**config.mk**
```make
export PLATFORM = sky130hd
export DESIGN_NAME = txn_perf_monitor
export DESIGN_NICKNAME = d
export VERILOG_FILES = /design/src/rtl/txn_perf_monitor.sv
export SDC_FILE = /design/constraint.sdc
export NUM_CORES = 1
export LEC_CHECK = 0
export CAP_MARGIN = 15
export CORE_MARGIN = 2
export CORE_UTILIZATION = 63
export DETAILED_ROUTE_END_ITERATION = 12
export PLACE_DENSITY = 0.89
export RECOVER_POWER = 50
export SLEW_MARGIN = 5
export SYNTH_ARGS = -nofsm -noshare
export SYNTH_HDL_FRONTEND = slang
export SYNTH_SLANG_ARGS = --single-unit
```
**constraint.sdc**
```tcl
create_clock -name clock -period 3 [get_ports clock]
set_clock_uncertainty 0.15 [all_clocks]
set_input_delay 0.45 -clock clock [delete_from_list [all_inputs] [get_ports clock]]
set_output_delay 0.45 -clock clock [all_outputs]
set_load 0.02 [all_outputs]
```
**src/rtl/txn_perf_monitor.sv**
```systemverilog
// Per-channel HLS block-level handshake monitor: transaction count, last/max latency, stall cycles.
// Optional macro TXN_PERF_MAX_LAT_EN compiles in per-channel maximum-latency tracking.
module txn_perf_monitor #(
    parameter int NUM_CH = 4,
    parameter int CNT_W  = 32,
    localparam int CH_W  = (NUM_CH > 1) ? $clog2(NUM_CH) : 1
) (
    input  logic              clock,
    input  logic              reset,
    input  logic              finish,
    input  logic [NUM_CH-1:0] ap_start,
    input  logic [NUM_CH-1:0] ap_ready,
    input  logic [NUM_CH-1:0] ap_done,
    input  logic [NUM_CH-1:0] ap_continue,
    input  logic              rd_req,
    input  logic [CH_W-1:0]   rd_ch,
    input  logic [1:0]        rd_sel,
    output logic              rd_valid,
    output logic [CNT_W-1:0]  rd_data,
    output logic [NUM_CH-1:0] busy,
    output logic              frozen
);

    typedef enum logic [1:0] {IDLE, ACTIVE, HOLD} state_t;
    typedef logic [CNT_W-1:0] cnt_t;

    function automatic cnt_t sat_inc(input cnt_t v);
        return (v == '1) ? v : v + cnt_t'(1);
    endfunction

    state_t state_q [NUM_CH];
    state_t state_d [NUM_CH];
    cnt_t   lat_q   [NUM_CH];
    cnt_t   lat_d   [NUM_CH];
    cnt_t   txn_q   [NUM_CH];
    cnt_t   txn_d   [NUM_CH];
    cnt_t   last_q  [NUM_CH];
    cnt_t   last_d  [NUM_CH];
    cnt_t   stall_q [NUM_CH];
    cnt_t   stall_d [NUM_CH];
`ifdef TXN_PERF_MAX_LAT_EN
    cnt_t   max_q   [NUM_CH];
    cnt_t   max_d   [NUM_CH];
`endif
    logic   cmpl     [NUM_CH];
    cnt_t   cmpl_lat [NUM_CH];

    logic   frozen_q;
    logic   hold_all;
    cnt_t   rd_mux;
    logic   vld_p1;
    cnt_t   rd_data_p1;
    logic   unused_ready;

    assign unused_ready = ^ap_ready;
    // finish sampled at an edge already blocks that edge's updates
    assign hold_all = frozen_q | finish;

    always_comb begin
        for (int c = 0; c < NUM_CH; c++) begin
            state_d[c]  = state_q[c];
            lat_d[c]    = lat_q[c];
            txn_d[c]    = txn_q[c];
            last_d[c]   = last_q[c];
            stall_d[c]  = stall_q[c];
`ifdef TXN_PERF_MAX_LAT_EN
            max_d[c]    = max_q[c];
`endif
            cmpl[c]     = 1'b0;
            cmpl_lat[c] = '0;
            if (!hold_all) begin
                case (state_q[c])
                    IDLE: begin
                        if (ap_start[c]) begin
                            if (ap_done[c]) begin
                                cmpl[c]     = 1'b1;
                                cmpl_lat[c] = cnt_t'(1);
                            end else begin
                                state_d[c] = ACTIVE;
                                lat_d[c]   = cnt_t'(1);
                            end
                        end
                    end
                    ACTIVE: begin
                        if (ap_done[c]) begin
                            cmpl[c]     = 1'b1;
                            cmpl_lat[c] = sat_inc(lat_q[c]);
                        end else begin
                            lat_d[c] = sat_inc(lat_q[c]);
                        end
                    end
                    HOLD: begin
                        if (ap_continue[c]) state_d[c] = IDLE;
                        else                stall_d[c] = sat_inc(stall_q[c]);
                    end
                    default: state_d[c] = IDLE;
                endcase
                if (cmpl[c]) begin
                    txn_d[c]   = sat_inc(txn_q[c]);
                    last_d[c]  = cmpl_lat[c];
                    lat_d[c]   = '0;
                    state_d[c] = ap_continue[c] ? IDLE : HOLD;
`ifdef TXN_PERF_MAX_LAT_EN
                    if (cmpl_lat[c] > max_q[c]) max_d[c] = cmpl_lat[c];
`endif
                end
            end
        end
    end

    always_comb begin
        rd_mux = '0;
        if (int'(rd_ch) < NUM_CH) begin
            case (rd_sel)
                2'd0:    rd_mux = txn_q[rd_ch];
                2'd1:    rd_mux = last_q[rd_ch];
`ifdef TXN_PERF_MAX_LAT_EN
                2'd2:    rd_mux = max_q[rd_ch];
`endif
                2'd3:    rd_mux = stall_q[rd_ch];
                default: rd_mux = '0;
            endcase
        end
    end

    always_ff @(posedge clock) begin
        if (!reset) begin
            frozen_q   <= 1'b0;
            vld_p1     <= 1'b0;
            rd_data_p1 <= '0;
            for (int c = 0; c < NUM_CH; c++) begin
                state_q[c] <= IDLE;
                lat_q[c]   <= '0;
                txn_q[c]   <= '0;
                last_q[c]  <= '0;
                stall_q[c] <= '0;
`ifdef TXN_PERF_MAX_LAT_EN
                max_q[c]   <= '0;
`endif
            end
        end else begin
            frozen_q <= hold_all;
            for (int c = 0; c < NUM_CH; c++) begin
                state_q[c] <= state_d[c];
                lat_q[c]   <= lat_d[c];
                txn_q[c]   <= txn_d[c];
                last_q[c]  <= last_d[c];
                stall_q[c] <= stall_d[c];
`ifdef TXN_PERF_MAX_LAT_EN
                max_q[c]   <= max_d[c];
`endif
            end
            // read stage: captures pre-update counter values
            vld_p1 <= rd_req;
            if (rd_req) rd_data_p1 <= rd_mux;
        end
    end

    always_comb begin
        busy = '0;
        for (int c = 0; c < NUM_CH; c++) busy[c] = (state_q[c] != IDLE);
    end

    assign frozen   = frozen_q;
    assign rd_valid = vld_p1;
    assign rd_data  = rd_data_p1;

endmodule

```
==> results.cfg, run 1 <==
[power_and_ir_drop]
powerDensity_nw_per_um2 = 463
peakVddDrop_v = 0.000506
power.leakage_nw = 11.0

[critical_path]
path_buf_inv = 4
path_cells = dlygate4sd3_1 -> clkbuf_1 -> nor2_1 -> buf_4 -> nand4b_1 -> clkbuf_2 -> or4_1 -> nand3_1
cp.required_ps = 3420
cp_data_arrival_time_ps = 3370
path_class = in -> reg
max_stage_delay_ps = 650
crit_family = buffers and inverters
endpoint_kind = register
slowest_stage = dlygate4sd3_1
worstPathMaxFanout = 29
startpoint_type = input port

[drt]
drt_iter0_drc = 4813
dr.pass1.iters = 8
drc = 0
drt_wl_total_um = 100000
vias = 31100
final_antenna_net_count = 0
vias_per_cell = 7.21
wire_per_inst_um = 23.2

[cells_and_area]
fin_cells = 4318
layout-drive-gt1-share = 0.115
area_growth_pct = 12.1
fin_area_um2 = 35400
nets = 3642
n_antenna_cell = 0

[clock_network]
clk_path_buf_depth = 3
root_buffer = clkbuf_16
cts_setup_buffers = 0
htree_levels = 2
insertion_delay_ps = 650
cts_tree = built
cts_sinks = 554
cts_buffers = 57
holdBufCountCts = 0
cts_resized = 0
clk_pin_slew_ps = 70

[outcome]
violations = capacitance limit, slew limit
status = finished with violations

[yosys]
syn-num-nets = 3596
async_reset_ff_frac = 0
synth_most_common_cell = dfxtp_1
synth_cells = 3560
synth_sequential_area_ratio = 0.392
yosysTopAreaCell = dfxtp_1
synth_edf_count = 128
yosys.area.top_type_share = 0.270
synth_ff_type = dfxtp_1
synthTopCellsByCount = 426 x dfxtp_1, 304 x a21oi_1, 277 x nand2_1, 227 x nor2_1, 215 x clkbuf_1
syn_avg_cell_area_um2 = 8.86
yosys_warnings = 0
synth_area_leaders = dfxtp_1 27%, edfxtp_1 12%, mux4_2 6.8%, a21oi_1 4.8%, o21ai_0 3.4%
synth.distinct_cells = 91
synth-seq-cells = 554
synth_area_um2 = 31500

[global_routing]
grt_pass1_vias = 28100
grt_max_degree = 127
grt_util_all_layers = 0.373
grt_antenna_before_repair = 3
overflow = 0
grt_pass1_wl_um = 156000

[place]
place_inst = 4211
routabilityCongestion = 1.06
io_buffers = 57
place_area_um2 = 33700
dpl.hpwl_um = 70000

[job]
maxCapViolations = 1

[timing]
finalMaxSlewViolations = 51
hold_viol = 0
fmax_mhz = 339
setup_viol = 0
period_share = 0.984
rsz0062_at_grt = false
maxSlewHeadroom = -0.224
worstMarginPinSlew_ps = 1840
min_period_ps = 2950

[die]
core_area_um2 = 49200
start_util = 0.641
die_w_um = 228
die_y_um = 228
io_pins = 62
fp.dieArea_um2 = 51900
placementRows = 81

[min_path]
hp-class = in -> reg
## state kept, by name, indices dropped and copies added (netlist names)
name	flops
last_q	128
lat_q	128
stall_q	128
txn_q	128
rd_data	32
state_q	8
frozen	1
rd_valid	1
## power by group
part | switching (W) | internal [W] | total [W]
sequential | 0.000107 | 0.00775 | 0.00786
combinational | 0.000620 | 0.000328 | 0.000949
clock | 0.00321 | 0.00435 | 0.00756
## metal layers
| metal | global-route usage | vias up | part of all wire |
|---|---|---|---|
| li1 | - | 13900 | - |
| met2 | 0.564 | 2296 | 0.43 |
| met5 | 0 | - | 0.00023 |
| met1 | 0.469 | 14400 | 0.36 |
| met3 | 0.0907 | 540 | 0.12 |
| met4 | 0.271 | 4 | 0.085 |
## per-stage QoR
| stage | hold slack, ps | worst slack (ps) | power (W) | util | setup TNS, ps |
|---|---|---|---|---|---|
| CTS | 120 | 203 | 0.0164 | 0.725 | 0 |
| global route | 116 | 13.2 | 0.0167 | 0.719 | 0 |
| detailed placement | 333 | -191 | 0.00896 | 0.685 | -5190 |
| global placement | 313 | -165 | 0.00892 | 0.685 | -1530 |
| floorplan | 298 | 237 | 0.00852 | - | 0 |
| finish | 127 | 49.4 | 0.0164 | 0.719 | 0 |
## worst reg2reg max path, stage by stage, from the launching register on
cell and delay, ps:
dfxtp_1 470, ha_1 300, and2_0 560, and4_1 330, buf_4 290, o21ai_0 130
a21oi_1 430
## final cells by class
| cell class | count | area, µm² |
|---|---|---|
| Inverter | 66 | 253 |
| Sequential cell | 554 | 12400 |
| Clock buffer | 69 | 1530 |
| Multi-Input combinational cell | 2673 | 17800 |
| Clock inverter | 38 | 440 |
| Tap cell | 664 | 831 |
| Timing Repair Buffer | 254 | 2110 |
| Fill cell | 3444 | 13800 |
## final timing paths
check                                    from                          end  slack, ps  cells after the start
hold / removal                          reset    lat_q[1][14]$_SDFFE_PN0P_        130                      3
hold reg to reg   stall_q[1][23]$_SDFFE_PN0P_  stall_q[1][23]$_SDFFE_PN0P_        350                      2
setup reg to reg     lat_q[2][0]$_SDFFE_PN0P_   last_q[2][4]$_SDFFCE_PN0P_         90                      6
setup / recovery                       finish    lat_q[2][28]$_SDFFE_PN0P_         50                      8
## cell usage in the layout, fill, tap and decap left out, drive strengths merged, types with 24 or more instances in the layout
master / synthesis / final
mux4: 96 / 96
dfxtp: 426 / 426
or3: 141 / 141
mux2i: 68 / 68
a31oi: 70 / 70
nand2b: 33 / 33
a211oi: 24 / 24
nand2: 277 / 277
dlygate4sd3: 0 / 35
o31ai: 116 / 116
o21ai: 215 / 215
and3: 46 / 46
or4: 136 / 136
edfxtp: 128 / 128
and2: 29 / 29
nand4: 136 / 136
inv: 66 / 67
buf: 47 / 165
clkbuf: 219 / 107
a21oi: 304 / 304
xnor2: 90 / 90
nand3: 187 / 187
o211ai: 50 / 50
nor2: 227 / 227
nor4: 66 / 66
nor3: 68 / 68
and4: 60 / 60
## kinds of logic after synthesis
kind of cell	count (synthesis)	synth area share
flip-flops	554	0.392
XOR/XNOR	104	0.0289
multiplexers	166	0.0910
adder cells (fa/ha/maj)	12	0.00476
buffers and inverters	333	0.0419
AO/OA/AOI/OAI	916	0.180
AND/OR/NAND/NOR	1475	0.261
(Power assumes the default switching activity.)
==> inputs of run 2 (changes only) <==
CAP_MARGIN = default   (was 15)
==> results of run 2 <==
Same layout as run 1: the final DEF is identical, and so are final timing and power.
